### src/rtl/uart_pkg.sv
// Shared UART definitions: FSM state encoding and frame defaults.
// The transmit and receive paths both import this package.
package uart_pkg;

    localparam int DATA_W_DEF     = 8;
    localparam int OVERSAMPLE_DEF = 16;

    typedef enum logic [2:0] {
        IDLE,
        START,
        DATA,
        PARITY,
        STOP
    } uart_state_t;

endpackage

### src/rtl/uart_tx_module.sv
// UART transmitter: 1-deep holding register feeding a shift register.
// Define UART_TX_PARITY_EN to add an even-parity bit before the stop bit.
module uart_tx_module
    import uart_pkg::*;
#(
    parameter int DATA_W     = DATA_W_DEF,
    parameter int OVERSAMPLE = OVERSAMPLE_DEF
) (
    input  logic              clk,
    input  logic              rst,
    input  logic              tick_16bd,
    input  logic [DATA_W-1:0] tx_data,
    input  logic              tx_valid,
    output logic              tx_ack,
    output logic              Tx,
    output logic              busy,
    output logic              frame_done
);

    localparam logic [3:0] LAST_TICK = 4'(OVERSAMPLE - 1);
    localparam logic [2:0] LAST_BIT  = 3'(DATA_W - 1);

    uart_state_t       state;
    logic [3:0]        tick_cnt;
    logic [2:0]        bit_idx;
    logic [DATA_W-1:0] hold_data;
    logic              hold_full;
    logic [DATA_W-1:0] shift;
    logic              tx_q;
`ifdef UART_TX_PARITY_EN
    logic              parity_q;
`endif

    logic last_tick;

    assign last_tick = (tick_cnt == LAST_TICK);
    assign Tx        = tx_q;
    assign busy      = (state != IDLE) || hold_full;

    // Holding-register acceptance plus the frame FSM, advanced only on ticks.
    always_ff @(posedge clk) begin
        tx_ack     <= 1'b0;
        frame_done <= 1'b0;
        if (rst) begin
            state     <= IDLE;
            tx_q      <= 1'b1;
            tick_cnt  <= '0;
            bit_idx   <= '0;
            hold_data <= '0;
            hold_full <= 1'b0;
            shift     <= '0;
`ifdef UART_TX_PARITY_EN
            parity_q  <= 1'b0;
`endif
        end else begin
            // Accept only into an empty holding register; a freeing
            // transfer this cycle still sees it full, so it wins.
            if (tx_valid && !hold_full) begin
                hold_data <= tx_data;
                hold_full <= 1'b1;
                tx_ack    <= 1'b1;
            end
            if (tick_16bd) begin
                unique case (state)
                    IDLE: begin
                        if (hold_full) begin
                            state     <= START;
                            tx_q      <= 1'b0;
                            tick_cnt  <= '0;
                            shift     <= hold_data;
                            hold_full <= 1'b0;
`ifdef UART_TX_PARITY_EN
                            parity_q  <= ^hold_data;
`endif
                        end
                    end
                    START: begin
                        if (last_tick) begin
                            state    <= DATA;
                            tx_q     <= shift[0];
                            tick_cnt <= '0;
                            bit_idx  <= '0;
                        end else begin
                            tick_cnt <= tick_cnt + 4'd1;
                        end
                    end
                    DATA: begin
                        if (last_tick) begin
                            tick_cnt <= '0;
                            if (bit_idx == LAST_BIT) begin
`ifdef UART_TX_PARITY_EN
                                state <= PARITY;
                                tx_q  <= parity_q;
`else
                                state <= STOP;
                                tx_q  <= 1'b1;
`endif
                            end else begin
                                shift   <= shift >> 1;
                                tx_q    <= shift[1];
                                bit_idx <= bit_idx + 3'd1;
                            end
                        end else begin
                            tick_cnt <= tick_cnt + 4'd1;
                        end
                    end
`ifdef UART_TX_PARITY_EN
                    PARITY: begin
                        if (last_tick) begin
                            state    <= STOP;
                            tx_q     <= 1'b1;
                            tick_cnt <= '0;
                        end else begin
                            tick_cnt <= tick_cnt + 4'd1;
                        end
                    end
`endif
                    STOP: begin
                        if (last_tick) begin
                            frame_done <= 1'b1;
                            tick_cnt   <= '0;
                            // Chain straight into the next frame when one waits.
                            if (hold_full) begin
                                state     <= START;
                                tx_q      <= 1'b0;
                                shift     <= hold_data;
                                hold_full <= 1'b0;
`ifdef UART_TX_PARITY_EN
                                parity_q  <= ^hold_data;
`endif
                            end else begin
                                state <= IDLE;
                                tx_q  <= 1'b1;
                            end
                        end else begin
                            tick_cnt <= tick_cnt + 4'd1;
                        end
                    end
                    default: begin
                        state    <= IDLE;
                        tx_q     <= 1'b1;
                        tick_cnt <= '0;
                    end
                endcase
            end
        end
    end

endmodule

### config.mk
export PLATFORM = sky130hd
export DESIGN_NAME = uart_tx_module
export DESIGN_NICKNAME = d
export VERILOG_FILES = /design/src/rtl/uart_pkg.sv /design/src/rtl/uart_tx_module.sv
export SDC_FILE = /design/constraint.sdc
export NUM_CORES = 1
export LEC_CHECK = 0
export BUFFER_PORTS_ARGS = -buffer_cell sky130_fd_sc_hd__buf_2
export CAP_MARGIN = 30
export CORE_MARGIN = 10
export CORE_UTILIZATION = 61
export CTS_BUF_LIST = sky130_fd_sc_hd__clkbuf_16
export DETAILED_ROUTE_END_ITERATION = 12
export GPL_TIMING_DRIVEN = 0
export PLACE_DENSITY = 0.91
export SLEW_MARGIN = 0
export SYNTH_ARGS = -nofsm -noshare
export SYNTH_HDL_FRONTEND = slang
export SYNTH_SLANG_ARGS = --single-unit
### constraint.sdc
create_clock -name clk -period 4.6 [get_ports clk]
set_clock_uncertainty 0.1 [all_clocks]
set_input_delay 0 -clock clk [delete_from_list [all_inputs] [get_ports clk]]
set_output_delay 0 -clock clk [all_outputs]
set_load 0.01 [all_outputs]
==> results of run 1 <==
-- sequential cells by signal (all words and copies together) (netlist names) --
| signal | flops |
|---|---|
| tick_cnt | 4 |
| Tx | 1 |
| shift | 8 |
| bit_idx | 3 |
| hold_full | 1 |
| hold_data | 8 |
| frame_done | 1 |
| tx_ack | 1 |
| state | 3 |
-- power groups by stage --
stage / Combinational [W] / Clock [W] / Sequential, W
2_1_floorplan: 0.0000424 / 0 / 0.000282
3_3_place_gp: 0.0000557 / 0 / 0.000283
3_5_place_dp: 0.0000580 / 0 / 0.000284
4_1_cts: 0.0000669 / 0.000307 / 0.000279
5_1_grt: 0.0000751 / 0.000316 / 0.000280
6_report: 0.0000686 / 0.000306 / 0.000279
-- how the worst min path moves through the flow --
stage	endpoint	cells after the start	slack (ns)
final	hold_data[3]	2	0.36
after global routing	hold_data[4]	2	0.38
after CTS	hold_data[3]	2	0.36
after detailed placement	hold_data[1]	3	0.15
after global placement	hold_data[0]	3	0.14
after floorplan	hold_data[7]	2	0.04
-- what timing repair did --
item                                   in CTS  in global routing
endpoints found under the hold margin      13                  0
buffers inserted                            0                  0
hold buffers                               12                  0
-- routing by layer --
layer	global-route usage [%]	part of all wire, %	wire, um	vias up
met5	0	0	0	-
met4	9.31	2.2	81	0
met3	4.71	6.0	221	10
met2	26.7	50	1840	56
met1	15.2	42	1560	646
li1	-	-	-	673
-- placed cells by master (no fill, tap or decap), types with 3 or more instances in the layout --
| cell type | Yosys | layout |
|---|---|---|
| buf_4 | 4 | 4 |
| clkbuf_16 | 0 | 5 |
| nor2_1 | 8 | 8 |
| nor3_1 | 11 | 11 |
| nand3_1 | 10 | 10 |
| nand2b_1 | 3 | 3 |
| buf_2 | 2 | 16 |
| nand3b_1 | 3 | 3 |
| o21ai_0 | 3 | 3 |
| ha_1 | 3 | 3 |
| dfxtp_1 | 30 | 30 |
| nand2_1 | 22 | 22 |
| a211oi_1 | 8 | 8 |
| dlygate4sd3_1 | 0 | 12 |
| clkbuf_1 | 4 | 4 |
| mux2i_1 | 9 | 9 |
| a21oi_1 | 13 | 13 |
-- cells by family (layout without fill, tap and decap cells) --
| logic type | count (synthesis) | count (layout) |
|---|---|---|
| muxes | 11 | 11 |
| xor gates and xnor gates | 2 | 2 |
| adders and majority gates | 3 | 3 |
| AOI/OAI and AO/OA | 37 | 37 |
| DFF | 30 | 30 |
| buffers and inverters | 14 | 48 |
| and+or+nand+nor | 71 | 71 |
-- metrics by stage --
| step | hold WS [ns] | power (W) | instances | setup slack [ns] |
|---|---|---|---|---|
| floorplan | 0.0360 | 0.000325 | 168 | 2.87 |
| finish | 0.356 | 0.000654 | 230 | 2.74 |
| global placement | 0.141 | 0.000339 | 210 | 2.80 |
| detailed placement | 0.148 | 0.000342 | 210 | 2.77 |
| global route | 0.383 | 0.000671 | 230 | 2.61 |
| CTS | 0.358 | 0.000653 | 230 | 2.74 |
-- layout make-up --
cell class / count / area, sq um
multi-input cells: 124 / 795
flip-flops and latches: 30 / 601
fillers: 143 / 412
repair buffers: 26 / 190
clock buffers: 5 / 125
plain buffers: 13 / 81.3
well taps: 28 / 35.0
clock inverters: 3 / 12.5
inverters: 1 / 3.75
-- critical path: cells and delay by family (launching register included) --
kind / cells / cell delay (ns)
compound gates: 2 / 0.22
fa+ha+maj: 2 / 0.44
flops: 1 / 0.31
mux: 1 / 0.29
simple gates: 1 / 0.40
==> qor.csv, run 1 <==
metric,value,unit
final_max_slew_viol_count,0,
crit_path_frequent_cell,ha_1,
synth-compound-area-share,16.9,%
finalCritPeriodShare,40.5,%
r2r_end,bit_idx[0],
fin_nets,216,
setup_tns,0,ns
grt-ovfl-total,0,
critPathLaunchType,register,
drv_cap,0,
grt_pass1_wl,6.15,mm
fmax,0.536,GHz
vdd_drop_max,0.332,mV
p_seq_share,42.7,%
ys_top_cells_by_area,"dfxtp_1 (41%), mux2i_1 (6.1%), nand2_1 (5.6%), a21oi_1 (4.4%), a211oi_1 (4.1%)",
cts_buffer_depth,2,
vias,1385,
timing.rr.start,bit_idx[0],
synthSimpleGateAreaFrac,24.9,%
htree_num_levels,2,
wl,3.71,mm
synth_top_area_share,40.6,%
synth_top_family_by_area,simple AND/OR/NAND/NOR gates,
drc_errors,0,
ys_seq_area_share,40.6,%
design_area,1840,sq um
end_kind,register,
grt_setup_unrepaired,false,
cts_tree,done,
crit_start,bit_idx[0],
fp.coreArea,2250,sq um
synth-edff-count,0,
yosys.area.top_type,dfxtp_1,
finish.utilization,81.7,%
synth_common_cells,"dfxtp_1 (30), nand2_1 (22), a21oi_1 (13), nor3_1 (11), nand3_1 (10)",
critical_path_class,register to register,
yosysMostFrequentCell,dfxtp_1,
drive_above_1_share,19.3,%
path_max_fanout,5,
antenna_found_initial,0,
slew_headroom,69.9,%
gp_congestion,0.921,
avgViaCountPerCell,6.02,
status,completed,
p_clk_share,46.8,%
synth_fa_ha_area_share,2.54,%
reg2regPathDepth,6,
yosysWarnings,0,
numCtsBuffers,5,
clk_latency,0.28,ns
grt_pass1_vias,1397,
fp-row-count,17,
finalHoldViolCount,0,
finalSetupViolCount,0,
grt_max_degree,11,
drt-initial-drc-count,123,
ys_ff_latch,30,
dp_hpwl,2.26,mm
clk_pin_slew,0.05,ns
areaGrowthSynthToFinish,24.5,%
ctsResizeCount,0,
required,4.66,ns
dpl_cell_area,1590,sq um
switching_power,0.000155,W
critPathMaxStageDelay,0.40,ns
hold_class,register to register,
globalRouteTotalUtil,15.2,%
internal_power,0.000499,W
fp.dieW,69.3,um
syn_inst,168,
arrival,1.93,ns
n_antenna_cell,0,
tightestPinTransition,0.439,ns
worstHoldStart,hold_data[3],
floorplan.initialDensity,65.6,%
reg2reg_slack,2.74,ns
p_comb_share,10.5,%
ys.flop_type,dfxtp_1,
clockRootBuffer,clkbuf_16,
path_cells,ha_1 > ha_1 > or3b_1 > o21ai_1 > a31oi_1 > mux2_2,
first_pass_iters,4,
async_flop_share,0,%
io_buffers,14,
synth.cell_area,1480,sq um
synth.avg_cell_area,8.81,sq um
ant_nets,0,
power.leakage,0.724,nW
fin_crit,1.86,ns
wl_per_cell,16.1,um
synth_mux_area_share,7.61,%
critPathSlowestCell,or3b_1,
clock-sinks,30,
io_pins,16,
dieArea,4800,sq um
syn_nets,183,
p_sw_share,23.7,%
yosysUniqueCellTypes,43,
power.density,355,nW/um^2
dieHeight,69.3,um
synth_xor_area_share,1.69,%
crit_path_end,bit_idx[0],
Power figures use the tool's default switching activity.
==> inputs of run 2 (changes only) <==
--- a/config.mk
+++ b/config.mk
@@ -8,11 +8,11 @@
 export BUFFER_PORTS_ARGS = -buffer_cell sky130_fd_sc_hd__buf_2
 export CAP_MARGIN = 30
 export CORE_MARGIN = 10
-export CORE_UTILIZATION = 61
+export CORE_UTILIZATION = 57
 export CTS_BUF_LIST = sky130_fd_sc_hd__clkbuf_16
 export DETAILED_ROUTE_END_ITERATION = 12
 export GPL_TIMING_DRIVEN = 0
-export PLACE_DENSITY = 0.91
+export PLACE_DENSITY = 0.87
 export SLEW_MARGIN = 0
 export SYNTH_ARGS = -nofsm -noshare
 export SYNTH_HDL_FRONTEND = slang
==> constraint.sdc (replaced) <==
create_clock -name clk -period 1.9 [get_ports clk]
set_clock_uncertainty 0.1 [all_clocks]
set_input_delay 0 -clock clk [delete_from_list [all_inputs] [get_ports clk]]
set_output_delay 0 -clock clk [all_outputs]
set_load 0.01 [all_outputs]
==> qor.csv, run 2 (same netlist as run 1, synthesis figures left out) <==
metric,value,unit,change
floorplan.initialDensity,59.7,%,-5.9 points
end_kind,register,,
critical_path_class,register to register,,
setup_tns,0,ns,unchanged
ant_nets,0,,unchanged
wl,3.57,mm,-3.8%
avgViaCountPerCell,5.79,,-3.8%
htree_num_levels,2,,unchanged
first_pass_iters,4,,unchanged
drv_cap,0,,unchanged
final_cell_mix,"dfxtp_1 (29), nand2_1 (22), buf_2 (16), a21oi_1 (13), dlygate4sd3_1 (12)",,
fin_nets,216,,unchanged
fp.dieW,71.0,um,+2.5%
antenna_found_initial,0,,unchanged
hold_depth,2,,unchanged
status,completed,,
dieArea,5040,sq um,+5.0%
n_antenna_cell,0,,unchanged
post_cts_buffers,0,,unchanged
dieHeight,71.0,um,+2.5%
clock-sinks,30,,unchanged
areaGrowthSynthToFinish,28.3,%,
timing.rr.start,bit_idx[0],,
grt-ovfl-total,0,,unchanged
tightestPinTransition,0.442,ns,+0.00225 ns
arrival,1.88,ns,-0.05 ns
wl_per_cell,15.4,um,-4.6%
final_max_slew_viol_count,0,,unchanged
gp_congestion,0.869,,-5.7%
drive_above_1_share,22.3,%,+3.0 points
globalRouteTotalUtil,14.8,%,-0.40 points
worstHoldStart,hold_data[4],,
grt_setup_unrepaired,false,,
vias,1344,,-3.0%
fp.coreArea,2480,sq um,+9.9%
path_max_fanout,5,,unchanged
fp-row-count,18,,+1
clockRootBuffer,clkbuf_16,,
power.leakage,0.726,nW,+0.30%
io_buffers,14,,unchanged
r2r_end,bit_idx[0],,
cts_tree,done,,
required,1.96,ns,-2.70 ns
reg.largest.list,"hold_data: 8 flops, shift: 8 flops, tick_cnt: 4 flops",,
io_pins,16,,unchanged
power.density,919,nW/um^2,+160%
whs_endpoint,hold_data[4],,
vdd_drop_max,0.923,mV,+180%
grt_pass1_wl,6.16,mm,+0.11%
fin_crit,1.82,ns,-0.0461 ns
finalHoldViolCount,0,,unchanged
cts_buffer_depth,2,,unchanged
power,0.00175,W,+170%
hold_class,register to register,,
critPathLaunchType,register,,
final_common_cell,dfxtp_1,,
reg2reg_slack,0.08,ns,-2.65 ns
finalCritPeriodShare,95.7,%,+55 points
grt_pass1_vias,1397,,unchanged
numCtsBuffers,5,,unchanged
drc_errors,0,,unchanged
drt-initial-drc-count,67,,-46%
slew_headroom,70.6,%,+0.61 points
clk_pin_slew,0.05,ns,about the same
fmax,0.550,GHz,+2.5%
grt_max_degree,12,,+1
reg2regPathDepth,6,,unchanged
clk_latency,0.28,ns,about the same
dp_hpwl,2.35,mm,+3.9%
finalSetupViolCount,0,,unchanged
[run 2: changes by cell type in the layout (fill, tap and decap cells not counted), sizes merged]
cell,before,now
clkinv,2,0
clkinvlp,0,2
inv,2,1
bufinv,0,1
[run 2: timing repair]
action	CTS	global route
hold buffers	12	0
endpoints found under the setup margin	1	8
cloned	0	0
endpoints found under the hold margin	13	0
resized for setup	1	4
[run 2: worst max path at each step]
stage	from	endpoint	slack, ns
4_1_cts	bit_idx[0]	bit_idx[0]	0.03
6_report	bit_idx[0]	bit_idx[0]	0.08
2_1_floorplan	bit_idx[0]	bit_idx[0]	0.17
3_5_place_dp	bit_idx[0]	bit_idx[0]	0.06
3_3_place_gp	bit_idx[0]	bit_idx[0]	0.1
5_1_grt	tick_cnt[1]	frame_done	0.00007
[run 2: area by class of cell]
type                            instances  area (sq um)
Clock inverter                          3          45.0
Clock buffer                            5           125
Tap cell                               30          37.5
Timing Repair Buffer                   26           190
Inverter                                1          3.75
Sequential cell                        30           602
Buffer                                 13          81.3
Fill cell                             174           578
Multi-Input combinational cell        124           815
[run 2: metal layers]
metal  vias to the layer above  GRT usage (%)  wire length (um)
li1                        669              -                 -
met1                       627           15.3              1500
met2                        39           26.1              1780
met3                         9           6.00               230
met4                         0           5.81                65
met5                         -              0                 0
[run 2: per-stage QoR]
step	hold WS, ns	cell area [sq um]	cells	worst slack, ns	util [%]
after floorplan	0.0360	1480	168	0.173	-
after CTS	0.357	1880	232	0.0288	76.0
final	0.355	1900	232	0.0818	76.7
after detailed placement	0.143	1590	212	0.0580	64.1
after global routing	0.381	1900	232	0.0000726	76.7
after global placement	0.140	1590	212	0.0989	64.1
[run 2: critical path: stages, from the launching register on]
cell and delay [ns]:
dfxtp_1 0.31, ha_1 0.19, ha_2 0.21, or3b_1 0.37
o21ai_1 0.09, a31oi_1 0.14, mux2_2 0.29
[run 2: report_power, final]
group	internal [W]	switching, W	total (W)
Sequential	0.000657	0.0000178	0.000675
Clock	0.000617	0.000291	0.000907
Combinational	0.0000785	0.0000844	0.000163
Total	0.00135	0.000393	0.00175
